### config.mk
export PLATFORM = sky130hd
export DESIGN_NAME = hazard_scoreboard
export DESIGN_NICKNAME = d
export VERILOG_FILES = /design/src/rtl/hazard_pkg.sv /design/src/rtl/hazard_fwd_sel.sv /design/src/rtl/hazard_scoreboard.sv
export SDC_FILE = /design/constraint.sdc
export NUM_CORES = 1
export LEC_CHECK = 0
export CAP_MARGIN = 40
export CORE_MARGIN = 2
export CORE_UTILIZATION = 40
export DETAILED_ROUTE_END_ITERATION = 8
export HOLD_SLACK_MARGIN = 0.05
export PLACE_DENSITY = 0.62
export SLEW_MARGIN = 0
export SYNTH_ARGS = -nofsm -noshare
export SYNTH_HDL_FRONTEND = slang
export SYNTH_SLANG_ARGS = --single-unit
### constraint.sdc
create_clock -name clk_i -period 7.75 [get_ports clk_i]
set_input_delay 1.55 -clock clk_i [delete_from_list [all_inputs] [get_ports clk_i]]
set_output_delay 1.55 -clock clk_i [all_outputs]
set_load 0.02 [all_outputs]
### src/rtl/hazard_pkg.sv
// Shared types and latency helper for the hazard scoreboard.
// HAZARD_FWD_EN selects forwarding; when undefined, latencies include the WB penalty.
package hazard_pkg;

    typedef enum logic [1:0] {
        OP_ALU    = 2'd0,
        OP_LOAD   = 2'd1,
        OP_MULDIV = 2'd2
    } op_class_e;

    typedef enum logic [1:0] {
        FWD_RF  = 2'd0,
        FWD_WB  = 2'd1,
        FWD_MEM = 2'd2
    } fwd_sel_e;

    localparam int unsigned FWD_PENALTY = 2;

`ifdef HAZARD_FWD_EN
    localparam bit FWD_EN = 1'b1;
`else
    localparam bit FWD_EN = 1'b0;
`endif

    // Without forwarding a consumer must wait for the producer's WB write.
    function automatic int unsigned class_lat(input logic [1:0] cls,
                                              input int unsigned load_lat,
                                              input int unsigned muldiv_lat);
        int unsigned lat;
        case (cls)
            OP_LOAD:   lat = load_lat;
            OP_MULDIV: lat = muldiv_lat;
            default:   lat = 0;
        endcase
        if (!FWD_EN) begin
            lat = lat + FWD_PENALTY;
        end
        return lat;
    endfunction

endpackage

### src/rtl/hazard_fwd_sel.sv
// Forwarding select for one exec-stage source operand; MEM has priority over WB.
module hazard_fwd_sel
    import hazard_pkg::*;
#(
    parameter int unsigned REG_AW = 5
) (
    input  logic [REG_AW-1:0] src_addr_i,
    input  logic [REG_AW-1:0] dst_addr_mem_i,
    input  logic              reg_wr_mem_i,
    input  logic [REG_AW-1:0] dst_addr_wb_i,
    input  logic              reg_wr_wb_i,
    output logic [1:0]        sel_o
);

    always_comb begin
        sel_o = FWD_RF;
        if (src_addr_i != '0) begin
            if (reg_wr_mem_i && (dst_addr_mem_i == src_addr_i)) begin
                sel_o = FWD_MEM;
            end else if (reg_wr_wb_i && (dst_addr_wb_i == src_addr_i)) begin
                sel_o = FWD_WB;
            end
        end
    end

endmodule

### src/rtl/hazard_scoreboard.sv
// Per-register result-ready countdown scoreboard driving stalls, flushes and forwarding.
// Build option HAZARD_FWD_EN (see hazard_pkg) enables exec-stage forwarding.
module hazard_scoreboard
    import hazard_pkg::*;
#(
    parameter int unsigned NUM_SRC    = 2,
    parameter int unsigned REG_AW     = 5,
    parameter int unsigned LOAD_LAT   = 1,
    parameter int unsigned MULDIV_LAT = 4
) (
    input  logic                      clk_i,
    input  logic                      rst_ni,
    input  logic                      dec_valid_i,
    input  logic [NUM_SRC*REG_AW-1:0] src_addr_dec_i,
    input  logic [NUM_SRC-1:0]        src_used_dec_i,
    input  logic [REG_AW-1:0]         dst_addr_dec_i,
    input  logic                      dst_wr_dec_i,
    input  logic [1:0]                op_class_dec_i,
    input  logic [NUM_SRC*REG_AW-1:0] src_addr_exec_i,
    input  logic [REG_AW-1:0]         dst_addr_mem_i,
    input  logic [REG_AW-1:0]         dst_addr_wb_i,
    input  logic                      reg_wr_mem_i,
    input  logic                      reg_wr_wb_i,
    input  logic                      branch_taken_exec_i,
    output logic                      stall_fetch_o,
    output logic                      stall_decode_o,
    output logic                      flush_decode_o,
    output logic                      flush_exec_o,
    output logic [NUM_SRC*2-1:0]      fwd_sel_exec_o,
    output logic                      muldiv_busy_o
);

    localparam int unsigned NREG  = 2 ** REG_AW;
    localparam int unsigned CNT_W = $clog2(MULDIV_LAT + FWD_PENALTY + 1);

    logic [CNT_W-1:0]  cnt_q [NREG];
    logic [CNT_W-1:0]  cnt_d [NREG];
    logic [CNT_W-1:0]  busy_q;
    logic [CNT_W-1:0]  busy_d;

    logic [CNT_W-1:0]  lat_dec;
    logic [REG_AW-1:0] raw_src;
    logic              raw_haz;
    logic              waw_haz;
    logic              struct_haz;
    logic              hazard;
    logic              issue;
    logic              stall;
    logic [NUM_SRC*2-1:0] fwd_sel_w;

    assign lat_dec = CNT_W'(class_lat(op_class_dec_i, LOAD_LAT, MULDIV_LAT));

    always_comb begin
        raw_haz = 1'b0;
        raw_src = '0;
        for (int unsigned i = 0; i < NUM_SRC; i++) begin
            raw_src = src_addr_dec_i[i*REG_AW +: REG_AW];
            if (src_used_dec_i[i] && (raw_src != '0) && (cnt_q[raw_src] != '0)) begin
                raw_haz = 1'b1;
            end
        end
    end

    // A pending write that outlives this instruction's own latency would retire out of order.
    assign waw_haz    = dst_wr_dec_i && (cnt_q[dst_addr_dec_i] > lat_dec);
    assign struct_haz = (op_class_dec_i == OP_MULDIV) && (busy_q != '0);
    assign hazard     = raw_haz || waw_haz || struct_haz;

    assign stall = dec_valid_i && hazard && !branch_taken_exec_i;
    assign issue = dec_valid_i && !hazard && !branch_taken_exec_i;

    always_comb begin
        cnt_d[0] = '0;
        for (int unsigned r = 1; r < NREG; r++) begin
            cnt_d[r] = (cnt_q[r] != '0) ? (cnt_q[r] - CNT_W'(1)) : '0;
            if (issue && dst_wr_dec_i && (dst_addr_dec_i == REG_AW'(r))) begin
                cnt_d[r] = lat_dec;
            end
        end
    end

    always_comb begin
        busy_d = (busy_q != '0) ? (busy_q - CNT_W'(1)) : '0;
        if (issue && (op_class_dec_i == OP_MULDIV)) begin
            busy_d = CNT_W'(MULDIV_LAT - 1);
        end
    end

    always_ff @(posedge clk_i or negedge rst_ni) begin
        if (!rst_ni) begin
            for (int unsigned r = 0; r < NREG; r++) begin
                cnt_q[r] <= '0;
            end
            busy_q <= '0;
        end else begin
            for (int unsigned r = 0; r < NREG; r++) begin
                cnt_q[r] <= cnt_d[r];
            end
            busy_q <= busy_d;
        end
    end

    for (genvar g = 0; g < NUM_SRC; g++) begin : g_fwd
        hazard_fwd_sel #(
            .REG_AW(REG_AW)
        ) u_fwd_sel (
            .src_addr_i     (src_addr_exec_i[g*REG_AW +: REG_AW]),
            .dst_addr_mem_i (dst_addr_mem_i),
            .reg_wr_mem_i   (reg_wr_mem_i),
            .dst_addr_wb_i  (dst_addr_wb_i),
            .reg_wr_wb_i    (reg_wr_wb_i),
            .sel_o          (fwd_sel_w[g*2 +: 2])
        );
    end

    assign fwd_sel_exec_o = FWD_EN ? fwd_sel_w : '0;
    assign stall_fetch_o  = stall;
    assign stall_decode_o = stall;
    assign flush_decode_o = branch_taken_exec_i;
    assign flush_exec_o   = branch_taken_exec_i;
    assign muldiv_busy_o  = (busy_q != '0);

endmodule

==> summary.md <==
| Metric | Value |
|---|---|
| CTS tree | `done` |
| CP startpoint | `dst_addr_dec_i[0]` |
| FFs w/ async S/R, synth | `100%` |
| 1st-iter DRT viols | `524` |
| Post-CTS resize count | `0` |
| Hold Violations, Final | `0` |
| Post-synth top area share | `32.6%` |
| CP Buf/Inv Count | `2` |
| Slowest CP cell | `mux4_2` |
| Pre-CTS WS | `0.853 ns` |
| Root Buffer | `clkbuf_16` |
| P_int | `0.935 mW` |
| Reg power frac | `42.0%` |
| Routability cong. | `0.870` |
| Hold buffers post-CTS | `0` |
| Final period utilization | `88.7%` |
| Clock buffer count from CTS | `9` |
| Critical Path Most Common Cell | `mux4_2` |
| Peak supply drop | `0.110 mV` |
| Setup CP Type | `in2out` |
| Yosys cell types | `59` |
| Switching power | `0.446 mW` |
| Dominant cell by count in the synthesized netlist | `dfrtp_1` |
| Xor and xnor fraction of the mapped netlist area | `0%` |
| Synth Flop Type | `dfrtp_1` |
| Logic pwr share | `25.1%` |
| Clock Pin Slew Worst Setup and Hold Paths | `0.07 ns` |
| Post-DRT Antenna Nets | `0` |
| Top delay family on crit path | `multiplexers` |
| Worst slew pin tran | `0.886 ns` |
| #FFs+latches synth | `96` |
| Hold Path Class | `reg2reg` |
| IO buf count | `28` |
| Clock Sinks | `96` |
| N_diodes | `0` |
| Register area | `2400 um2` |
| Slew margin rel. | `40.8%` |
| Max-cap violation count | `0` |
| Clock Path Buffers | `2` |
| Syn avg cell area | `10.7 um2` |
| Main combinational cell family by area after synthesis | `simple AND/OR/NAND/NOR gates` |
| Vias | `5447` |
| Total gr overflow | `0` |
| Crit Path Max Fanout | `26` |
| Yosys warns | `0` |
| Min Clock Period, post-route | `6.87 ns` |
| DRT Pass-1 Iters | `7` |
| Setup TNS | `0 ns` |
| Top Ports | `55` |
| Mux share of post-synthesis cell area | `20.5%` |
| Area leader, netlist | `dfrtp_1` |
| Vias per cell | `5.81` |
| DRT Wirelength | `19100 um` |
| Simple-gate share of the synthesized area | `21.0%` |
| # fillers | `1667` |
| Total setup buffers inserted after CTS | `0` |
| Core box area | `18000 um2` |
| Vias in the first global route | `5651` |
| Final WS setup | `0.876 ns` |
| Worst EP required | `6.20 ns` |
| Initial cell density of the core | `40.9%` |
| Core Rows | `49` |
| Nets | `813` |
| Die ar. | `19500 um2` |
| Final setup violating endpoints | `0` |
| Worst setup SP type | `primary input` |
| Post-synth EDFFs | `0` |
| Net Sw Frac | `32.3%` |
| Clock Latency Late Sink | `0.36 ns` |
| WL/cell | `20.3 um` |
| Multi-input logic area | `4500 um2` |
| GRT Total Usage | `20.1%` |
| Die height | `140 um` |
| CP peak stage delay | `0.61 ns` |
| Synth cell count leaders | `dfrtp_1, inv_1, ha_1, nor2_1, mux2_2` |
| Clock group share of total power | `32.9%` |
| Gate Count Post-Synth | `690` |
| Unrepaired setup endpoints after global routing | `false` |
| Top cells by area in the synthesized netlist | `dfrtp_1, ha_1, mux4_2` |
| Dpl hpwl | `14000 um` |
| Status | `complete, no violations` |
| Largest net degree at the start of global routing | `38` |
| Final Max Slew Viols | `0` |
| Sequential fraction of the synthesis area | `32.6%` |
| Final Skew | `0.00941 ns` |
| DIE WIDTH | `140 um` |
| Leak pwr | `3.88 nW` |
| WP data arrival | `5.32 ns` |
| Post-synthesis adder-cell area fraction | `10.9%` |
| Worst reg2reg startpoint | `cnt_q[14]$_DFF_PN0_` |
| Compound-Gate Fraction of Synth Area | `8.49%` |
| Fmax | `0.145 GHz` |
| Worst path cell trace | `buf_2 > mux4_2 > mux4_2 > mux2_2 > ha_1 > nor3b_1 > o221a_2 > or2_2 > and2_1 > clkdlybuf4s50_1` |
| CTS H-tree depth | `3` |
| Pwr per Cell Area | `170 nW/um2` |
| Setup crit end kind | `primary output` |
| Initial antenna violation count | `0` |
| Share of layout cells above drive strength 1 | `23.9%` |
| P&R area growth vs syn | `10.3%` |
| Synthesized area | `7370 um2` |
| HP Start | `cnt_q[34]$_DFF_PN0_` |
| DRC viols | `0` |
| Final hold slack | `0.536 ns` |
| First-pass GRT wire length | `30800 um` |
## logic make-up (layout without fill, tap and decap cells)
| group | Yosys count | after routing |
|---|---|---|
| other | 1 | 4 |
| multiplexers | 104 | 104 |
| adder cells (fa/ha/maj) | 64 | 64 |
| flip-flops | 96 | 96 |
| AO/OA/AOI/OAI | 80 | 80 |
| buffers and inverters | 108 | 123 |
| AND/OR/NAND/NOR | 237 | 237 |
## worst paths after layout
kind | to | slack, ns | cells after the start
max | stall_fetch_o | 0.88 | 10
min | cnt_q[34]$_DFF_PN0_ | 0.54 | 2
max reg2reg | cnt_q[90]$_DFF_PN0_ | 3.88 | 9
min reg2reg | cnt_q[34]$_DFF_PN0_ | 0.54 | 2
max in group asynchronous | cnt_q[38]$_DFF_PN0_ | 5.63 | 3
min in group asynchronous | cnt_q[63]$_DFF_PN0_ | 1.10 | 1
## through the flow
step	utilization, %	area, um2	power [mW]	cells
floorplan	-	7380	0.824	693
global placement	43.3	7800	0.911	920
detailed placement	43.4	7830	0.932	921
CTS	45.1	8130	1.39	937
global route	45.1	8130	1.45	937
finish	45.1	8130	1.38	937
## layout by cell type (no fill, tap or decap), types with 26 or more instances in the layout
master	synthesis	final
nor2_1	53	53
mux2_2	44	44
nand2_1	33	33
clkdlybuf4s50_1	0	26
nor3_1	26	26
inv_1	69	69
or2_2	29	29
ha_1	64	64
dfrtp_1	96	96
mux4_2	27	27
## flip-flops by register name, summed over array words and instances (netlist names)
signal / count
cnt_q: 93
busy_q: 3
## power by group through the flow
stage / Clock, mW / Combinational, mW / Sequential (mW)
after floorplan: 0 / 0.251 / 0.573
after global placement: 0 / 0.325 / 0.586
after detailed placement: 0 / 0.344 / 0.589
after CTS: 0.467 / 0.345 / 0.579
after global routing: 0.485 / 0.382 / 0.585
final: 0.454 / 0.347 / 0.580
## area by class of cell
| type | instances | share of cell area (%) |
|---|---|---|
| clock buffers | 13 | 3.45 |
| clock inverters | 3 | 0.292 |
| inverters | 69 | 3.19 |
| multi-input cells | 489 | 55.4 |
| flip-flops and latches | 96 | 29.6 |
| well taps | 229 | 3.52 |
| repair buffers | 38 | 4.59 |
## metal layers
layer / vias up / wire length, um / part of all wire (%) / global-route usage (%)
met5: - / 0 / 0 / 0
met4: 0 / 497 / 2.6 / 7.68
met3: 36 / 1080 / 5.7 / 3.51
met2: 170 / 8920 / 47 / 31.7
met1: 2772 / 8560 / 45 / 27.8
li1: 2469 / - / - / -
## worst min-delay path, cell delays in order, from the launching register on
cell	delay (ns)
dfrtp_1	0.37
nand2_1	0.06
o211ai_1	0.07
Power figures use the tool's default switching activity.
